--- config.mk ---
export PLATFORM = sky130hd
export DESIGN_NAME = pulse_arbiter_flat
export DESIGN_NICKNAME = d
export VERILOG_FILES = /design/src/rtl/pulse_arbiter_if.sv /design/src/rtl/pulse_arbiter.sv /design/src/flat_wrapper.sv
export SDC_FILE = /design/constraint.sdc
export NUM_CORES = 1
export LEC_CHECK = 0
export CAP_MARGIN = 20
export CORE_MARGIN = 5
export CORE_UTILIZATION = 49
export DETAILED_ROUTE_END_ITERATION = 10
export PLACE_DENSITY = 0.81
export SLEW_MARGIN = 20
export SYNTH_ARGS = -nofsm -noshare
export SYNTH_HDL_FRONTEND = slang
export SYNTH_SLANG_ARGS = --single-unit
--- constraint.sdc ---
create_clock -name clk -period 3.35 [get_ports clk]
set_clock_uncertainty 0.15 [all_clocks]
set_input_delay 0.335 -clock clk [delete_from_list [all_inputs] [get_ports clk]]
set_output_delay 0.335 -clock clk [all_outputs]
set_load 0.1 [all_outputs]
--- src/rtl/pulse_arbiter_if.sv ---
// Handshake bundle between pulse_arbiter, its requesters and the shared pulse generator.
// master: arbiter side; slave: requester/generator side.
interface pulse_arbiter_if #(
  parameter int unsigned NUM_REQ = 4
) ();
  logic [NUM_REQ-1:0] req;
  logic [NUM_REQ-1:0] grant;
  logic [NUM_REQ-1:0] done;
  logic               gen_start;
  logic               gen_sig;
  logic               busy;
  logic               timeout_err;

  modport master (
    input  req, gen_sig,
    output grant, done, gen_start, busy, timeout_err
  );

  modport slave (
    output req, gen_sig,
    input  grant, done, gen_start, busy, timeout_err
  );
endinterface

--- src/rtl/pulse_arbiter.sv ---
// Round-robin arbiter sharing one pulse generator among NUM_REQ requesters.
// Optional watchdog on the generator handshake: define PULSE_ARB_TIMEOUT_EN.
module pulse_arbiter #(
  parameter int unsigned NUM_REQ        = 4,
  parameter int unsigned TIMEOUT_CYCLES = 64
) (
  input  logic              clk,
  input  logic              rst,
  pulse_arbiter_if.master   arb
);

  localparam int unsigned PTR_W = $clog2(NUM_REQ);

  typedef enum logic [2:0] {IDLE, LAUNCH, ARMED, ACTIVE, DONE} state_e;

  state_e             state_q, state_d;
  logic [NUM_REQ-1:0] grant_q, grant_d;
  logic [NUM_REQ-1:0] done_q, done_d;
  logic               gen_start_q, gen_start_d;
  logic [PTR_W-1:0]   owner_q, owner_d;
  logic [PTR_W-1:0]   ptr_q, ptr_d;
  logic               pick_vld;
  logic [PTR_W-1:0]   pick_idx;

  // First set request at or above ptr_q, wrapping around.
  always_comb begin
    pick_vld = 1'b0;
    pick_idx = '0;
    for (int unsigned i = 0; i < NUM_REQ; i++) begin
      int unsigned idx;
      logic [PTR_W-1:0] sel;
      idx = 32'(ptr_q) + i;
      if (idx >= NUM_REQ) idx = idx - NUM_REQ;
      sel = idx[PTR_W-1:0];
      if (!pick_vld && arb.req[sel]) begin
        pick_vld = 1'b1;
        pick_idx = sel;
      end
    end
  end

`ifdef PULSE_ARB_TIMEOUT_EN
  localparam int unsigned CNT_W = $clog2(TIMEOUT_CYCLES + 1);
  logic [CNT_W-1:0] cnt_q, cnt_d;
  logic             tmo_q, tmo_d;
`endif

  always_comb begin
    state_d     = state_q;
    grant_d     = grant_q;
    done_d      = '0;
    gen_start_d = 1'b0;
    owner_d     = owner_q;
    ptr_d       = ptr_q;
`ifdef PULSE_ARB_TIMEOUT_EN
    cnt_d       = '0;
    tmo_d       = 1'b0;
`endif
    case (state_q)
      IDLE: begin
        if (pick_vld) begin
          state_d     = LAUNCH;
          owner_d     = pick_idx;
          grant_d     = {{(NUM_REQ-1){1'b0}}, 1'b1} << pick_idx;
          gen_start_d = 1'b1;
        end
      end
      LAUNCH: state_d = ARMED;
      ARMED: begin
        if (arb.gen_sig) state_d = ACTIVE;
      end
      ACTIVE: begin
        if (!arb.gen_sig) begin
          state_d = DONE;
          done_d  = grant_q;
          grant_d = '0;
        end
      end
      DONE: begin
        state_d = IDLE;
        ptr_d   = (owner_q == PTR_W'(NUM_REQ - 1)) ? '0 : owner_q + PTR_W'(1);
      end
      default: state_d = IDLE;
    endcase
`ifdef PULSE_ARB_TIMEOUT_EN
    // Watchdog overrides the normal ARMED/ACTIVE transitions when it expires.
    if (state_q == ARMED || state_q == ACTIVE) begin
      cnt_d = cnt_q + CNT_W'(1);
      if (cnt_q == CNT_W'(TIMEOUT_CYCLES - 1)) begin
        state_d = DONE;
        done_d  = grant_q;
        grant_d = '0;
        tmo_d   = 1'b1;
      end
    end
`endif
  end

  always_ff @(posedge clk) begin
    if (rst) begin
      state_q     <= IDLE;
      grant_q     <= '0;
      done_q      <= '0;
      gen_start_q <= 1'b0;
      owner_q     <= '0;
      ptr_q       <= '0;
`ifdef PULSE_ARB_TIMEOUT_EN
      cnt_q       <= '0;
      tmo_q       <= 1'b0;
`endif
    end else begin
      state_q     <= state_d;
      grant_q     <= grant_d;
      done_q      <= done_d;
      gen_start_q <= gen_start_d;
      owner_q     <= owner_d;
      ptr_q       <= ptr_d;
`ifdef PULSE_ARB_TIMEOUT_EN
      cnt_q       <= cnt_d;
      tmo_q       <= tmo_d;
`endif
    end
  end

  assign arb.grant     = grant_q;
  assign arb.done      = done_q;
  assign arb.gen_start = gen_start_q;
  assign arb.busy      = (state_q != IDLE);
`ifdef PULSE_ARB_TIMEOUT_EN
  assign arb.timeout_err = tmo_q;
`else
  assign arb.timeout_err = 1'b0;
`endif

endmodule

--- src/flat_wrapper.sv ---
// flat-port wrapper written by rule: the top's interface ports become plain ports
module pulse_arbiter_flat 
#(
  parameter int unsigned NUM_REQ        = 4,
  parameter int unsigned TIMEOUT_CYCLES = 64
)
  (clk, rst, arb_req, arb_gen_sig, arb_grant, arb_done, arb_gen_start, arb_busy, arb_timeout_err);
  pulse_arbiter_if #(.NUM_REQ(NUM_REQ)) arb_i ();
  input  logic clk;
  input  logic rst;
  input wire logic [$bits(arb_i.req)-1:0] arb_req;
  input wire logic [$bits(arb_i.gen_sig)-1:0] arb_gen_sig;
  output wire logic [$bits(arb_i.grant)-1:0] arb_grant;
  output wire logic [$bits(arb_i.done)-1:0] arb_done;
  output wire logic [$bits(arb_i.gen_start)-1:0] arb_gen_start;
  output wire logic [$bits(arb_i.busy)-1:0] arb_busy;
  output wire logic [$bits(arb_i.timeout_err)-1:0] arb_timeout_err;
  assign arb_i.req = arb_req;
  assign arb_i.gen_sig = arb_gen_sig;
  assign arb_grant = arb_i.grant;
  assign arb_done = arb_i.done;
  assign arb_gen_start = arb_i.gen_start;
  assign arb_busy = arb_i.busy;
  assign arb_timeout_err = arb_i.timeout_err;
  pulse_arbiter #(.NUM_REQ(NUM_REQ), .TIMEOUT_CYCLES(TIMEOUT_CYCLES)) u_core (.clk(clk), .rst(rst), .arb(arb_i));
endmodule
Word-level counts from Yosys, hierarchy flattened

Index checks and enable logic that the tools add are counted.

$add $sub $neg: 8
Multipliers: 0
Divide/modulo/power cells: 0
Shifts and indexed selects: 1
Reductions and logical operators: 14
Bitwise logic cells: 2
Equality and inequality tests: 8
$lt $le $gt $ge: 8
Multiplexer cells: 29

Operators with widths:

| operator            | number |
|---|---|
| $mux 2              | 9 |
| $lt 2x3->1 const B  | 4 |
| $pmux 3 s4          | 1 |
| $ge 3x3->1 const B  | 3 |
| $mux 1              | 9 |
| $mux 3              | 3 |
| $bmux 1 s2          | 4 |
| $mux 4              | 2 |
| $pmux 4 s2          | 1 |
| $sub 2x1->2 const B | 4 |
| $add 2x2->3 const B | 2 |
| $eq 3x2->1 const B  | 2 |
| $reduce_and 3->1    | 2 |
| $ne 2x2->1 const B  | 2 |
| $shl 1x2->4 const A | 1 |
| $add 2x1->3 const B | 1 |
| $eq 3x1->1 const B  | 1 |
| $eq 3x3->1 const B  | 1 |
| $ge 2x3->1 const B  | 1 |
| $logic_and 1x1->1   | 3 |
| $logic_not 1->1     | 3 |
| $logic_not 3->1     | 1 |
| $reduce_bool 3->1   | 1 |
| $reduce_or 3->1     | 1 |
| 7 further kinds     | 8 |

Memory bits (read-only): 0
Output and inout bits: 11
Memories: 0
Register bits: 16
RAM bits: 0
Bits in latches: 0
Word-level logic and storage cells: 76

Depth between registers and ports, before layout

Depth after elaboration: 17
Gate-level depth with buffers: 6
Gate-level depth less buffers: 4

Worst setup path after synthesis

Ideal clock, no wire load.

Path type: reg2reg
Start: reg u_core.state_q[2]
End: reg u_core.grant_q[0] (netlist: u_core.arb.grant[0])
Data required time: 3.081 ns
Cell stages (with the launch flop): 7
Buffers on the path: 2
Data arrival time: 1.617 ns
Library setup time: 0.119 ns
Period minus slack after synthesis: 1.886 ns
Path slack: 1.464 ns
Cells stage by stage: dfxtp_1 > buf_6 > or3_1 > clkbuf_2 > o22ai_1 > nor2_1 > a32o_1

Longest elaborated chain between the ends: 3

RTL lines:

| element                                              | line                 | text |
|---|---|---|
| from (decl)                                          | pulse_arbiter.sv:16  | `state_e state_q, state_d;` |
| from (signal assigned)                               | pulse_arbiter.sv:112 | `state_q <= state_d;` |
| $eq 3x2->1 / $logic_not 3->1 (equally long branches) | pulse_arbiter.sv:59  | `case (state_q)` |
| $ne 2x2->1 (no line) (tied with other cells)         | -                    |  |
| $reduce_and 3->1 (no line)                           | -                    |  |
| to (signal assigned)                                 | pulse_arbiter.sv:113 | `grant_q <= grant_d;` |
| to (decl)                                            | pulse_arbiter.sv:17  | `logic [NUM_REQ-1:0] grant_q, grant_d;` |

Several ways; a longest one is shown, not always the timed one.
A chain may end at the register's enable or synchronous reset.

Worst setup path after layout

Start: reg u_core.grant_q[3] (netlist: u_core.arb.grant[3])
End: out arb_grant[3]

RTL lines:

| element   | line               | text |
|---|---|---|
| to (decl) | flat_wrapper.sv:13 | `output wire logic [$bits(arb_i.grant)-1:0] arb_grant;` |

No word-level cell between the ends.

==> flow_summary.toml <==
[critical_path]
crit_arrival_ns = 1.81
path_buf_inv = 1
required_ns = 2.86
max_stage_delay_ns = 1.15
rr_startpoint = "u_core.state_q[2]$_SDFFE_PP0P_"
r2r_end = "u_core.owner_q[1]$_SDFFE_PP0P_"
critPathTopFamily = "buffers and inverters"
crit_path_start_kind = "register"
ff2ff_path_depth = 3
crit_fanout = 3
end_kind = "output port"
r2r_setup_slack_ns = 1.73
crit_slowest_cell = "clkdlybuf4s50_1"
path_class = "register to output port"
path_cells = "clkdlybuf4s50_1"

[min_path]
hold-path-cell-count = 1
hp-start = "u_core.arb.grant[1]$_SDFFE_PP0P_"
hold_class = "register to register"
worstHoldEndpoint = "u_core.arb.grant[1]$_SDFFE_PP0P_"

[sta]
max_slew_margin_pct = 35.06
rsz0062_at_grt = "no"
fmaxAchievable_mhz = 435.4
setup_viol = 0
worst_pin_slew_ns = 0.9710
period_share_pct = 68.56
post-route-min-period_ns = 2.297
finalHoldViolations = 0
fin_hold_ws_ns = 0.3429
setup_tns_ns = 0
setup_ws_ns = 1.053
finalMaxSlewViolations = 0

[synth]
ys_ff_latch = 16
synthCells = 70
postSynthAreaPerCell_um2 = 9.724
syn-num-nets = 78
ys_warn_count = 0
syn-cell-area_um2 = 680.7
seq_area_frac_synth_pct = 47.06
yosysUniqueCellTypes = 28

[floorplanning]
rows = 13
die_h_um = 47.27
dieArea_mm2 = 0.002234
pin_count = 18
core_mm2 = 0.001301
start_util_pct = 52.31
fp.dieW_um = 47.27

[clocking]
cts_sinks = 16
clk_pin_slew_ns = 0.09
holdBufCountCts = 0
clock_path_buffers = 2
cts_buffers = 3
cts_root_buffer = "clkbuf_4"
cts_setup_buffers = 0
clock_latency_ns = 0.28
cts_resized = 0
cts.htree.levels = 1
cts_tree = "yes"

[placed_design]
dp_hpwl_um = 1050
place_congestion = 0.8161
io_buffers = 16
place_ws_ns = 1.271

[cells_and_area]
mostFrequentLayoutCells = "16 x dfxtp_1, 15 x clkdlybuf4s50_1, 5 x nor2_1, 5 x nor2b_1"
multi_input_area_um2 = 332.8
fill_cells = 112
layout_commonest_cell = "dfxtp_1"
fin_nets = 95
ff_latch_area_um2 = 320.3
area_growth_syn_to_layout_pct = 27.21
diodes = 0
drive_gt1_share_pct = 10.47

[grt]
grt_max_degree = 10
track_usage_pct = 14.57
grt_pass1_wl_um = 2235
antenna_found_initial = 0
grt_pass1_vias = 549
overflow = 0

[job]
drv_cap = 0

[routing]
first_pass_iters = 4
drc = 0
drt_first_iter_violations = 11
viasPerCell = 5.653
postRouteAntennaNets = 0
wl_per_cell_um = 13.23
vias = 571
finalWirelength_um = 1336

[pwr]
p_leak_nw = 0.3086
p_per_area_mw_per_mm2 = 540.9
ir_drop_mv = 0.4215

[status]
status = "complete, no violations"
-- area by class of cell --
class / instances / share of cell area [%]
multi-input combinational: 50 / 38.44
tap: 15 / 2.168
timing repair buffer: 16 / 18.21
sequential: 16 / 36.99
clock buffer: 4 / 4.191
-- metrics by stage --
stage | util [%] | instances | power [mW] | cell area, µm²
floorplan | - | 70 | 0.3172 | 680.7
global placement | 63.75 | 97 | 0.3464 | 829.5
detailed placement | 63.75 | 97 | 0.3479 | 829.5
CTS | 66.54 | 101 | 0.4728 | 865.8
global route | 66.54 | 101 | 0.4918 | 865.8
finish | 66.54 | 101 | 0.4683 | 865.8
-- worst max path at each step --
stage	from	to	slack, ns	depth (start not counted)
finish	u_core.arb.grant[3]$_SDFFE_PP0P_	arb_grant[3]	1.05	1
global route	u_core.arb.grant[3]$_SDFFE_PP0P_	arb_grant[3]	1.01	1
CTS	u_core.arb.grant[3]$_SDFFE_PP0P_	arb_grant[3]	1.05	1
detailed placement	arb_req[3]	u_core.arb.grant[3]$_SDFFE_PP0P_	1.27	5
global placement	arb_req[1]	u_core.arb.grant[3]$_SDFFE_PP0P_	1.31	5
floorplan	u_core.state_q[2]$_SDFFE_PP0P_	u_core.arb.grant[0]$_SDFFE_PP0P_	1.46	6
-- registers in the layout, indices dropped and copies added (netlist names) --
signal,flops
u_core.ptr_q,2
u_core.arb.grant,4
u_core.state_q,3
u_core.arb.gen_start,1
u_core.owner_q,2
u_core.arb.done,4
-- cell usage after synthesis --
library cell	instances	share of area (%)
nand2_1	4	2.2
nand3b_1	1	1.1
nor3b_1	1	1.1
nor4b_2	1	2.2
o21ai_0	3	2.2
clkbuf_1	1	0.55
o41ai_1	1	1.3
o21ba_2	1	1.5
or3_1	2	1.8
a211oi_1	1	1.1
a21oi_1	4	2.9
and2_1	4	3.7
a32o_1	4	5.9
nor4_4	1	3.1
o22ai_1	2	1.8
buf_6	1	1.7
nand3_1	1	0.73
or2_2	1	0.92
nor2_1	5	2.8
nor4b_1	1	1.3
ha_1	1	1.8
nor3_1	4	2.9
o22a_1	1	1.3
conb_1	1	0.55
dfxtp_1	16	47
buf_4	1	1.1
clkbuf_2	1	0.73
nor2b_1	5	4.6
-- logic make-up (layout without fill, tap and decap cells) --
group                      Yosys count  in the layout  synth area share (%)
AOI/OAI and AO/OA                   17             17                 18.02
adders and majority gates            1              1                 1.838
buffers and inverters                4             20                 4.043
DFF                                 16             16                 47.06
other                                1              1                0.5509
and+or+nand+nor                     31             31                 28.49
-- report_power, final --
group,switching [mW],internal [mW]
sequential,0.00814,0.201
clock,0.0585,0.0662
combinational,0.0968,0.0372
-- per-layer routing --
layer / track usage (%) / up-vias / wire, µm
met4: 5.525 / 0 / 13
met1: 16.82 / 264 / 583
met3: 5.747 / 2 / 103
met5: 0 / - / 0
met2: 24.06 / 17 / 636
li1: - / 288 / -
(Power assumes the default switching activity.)
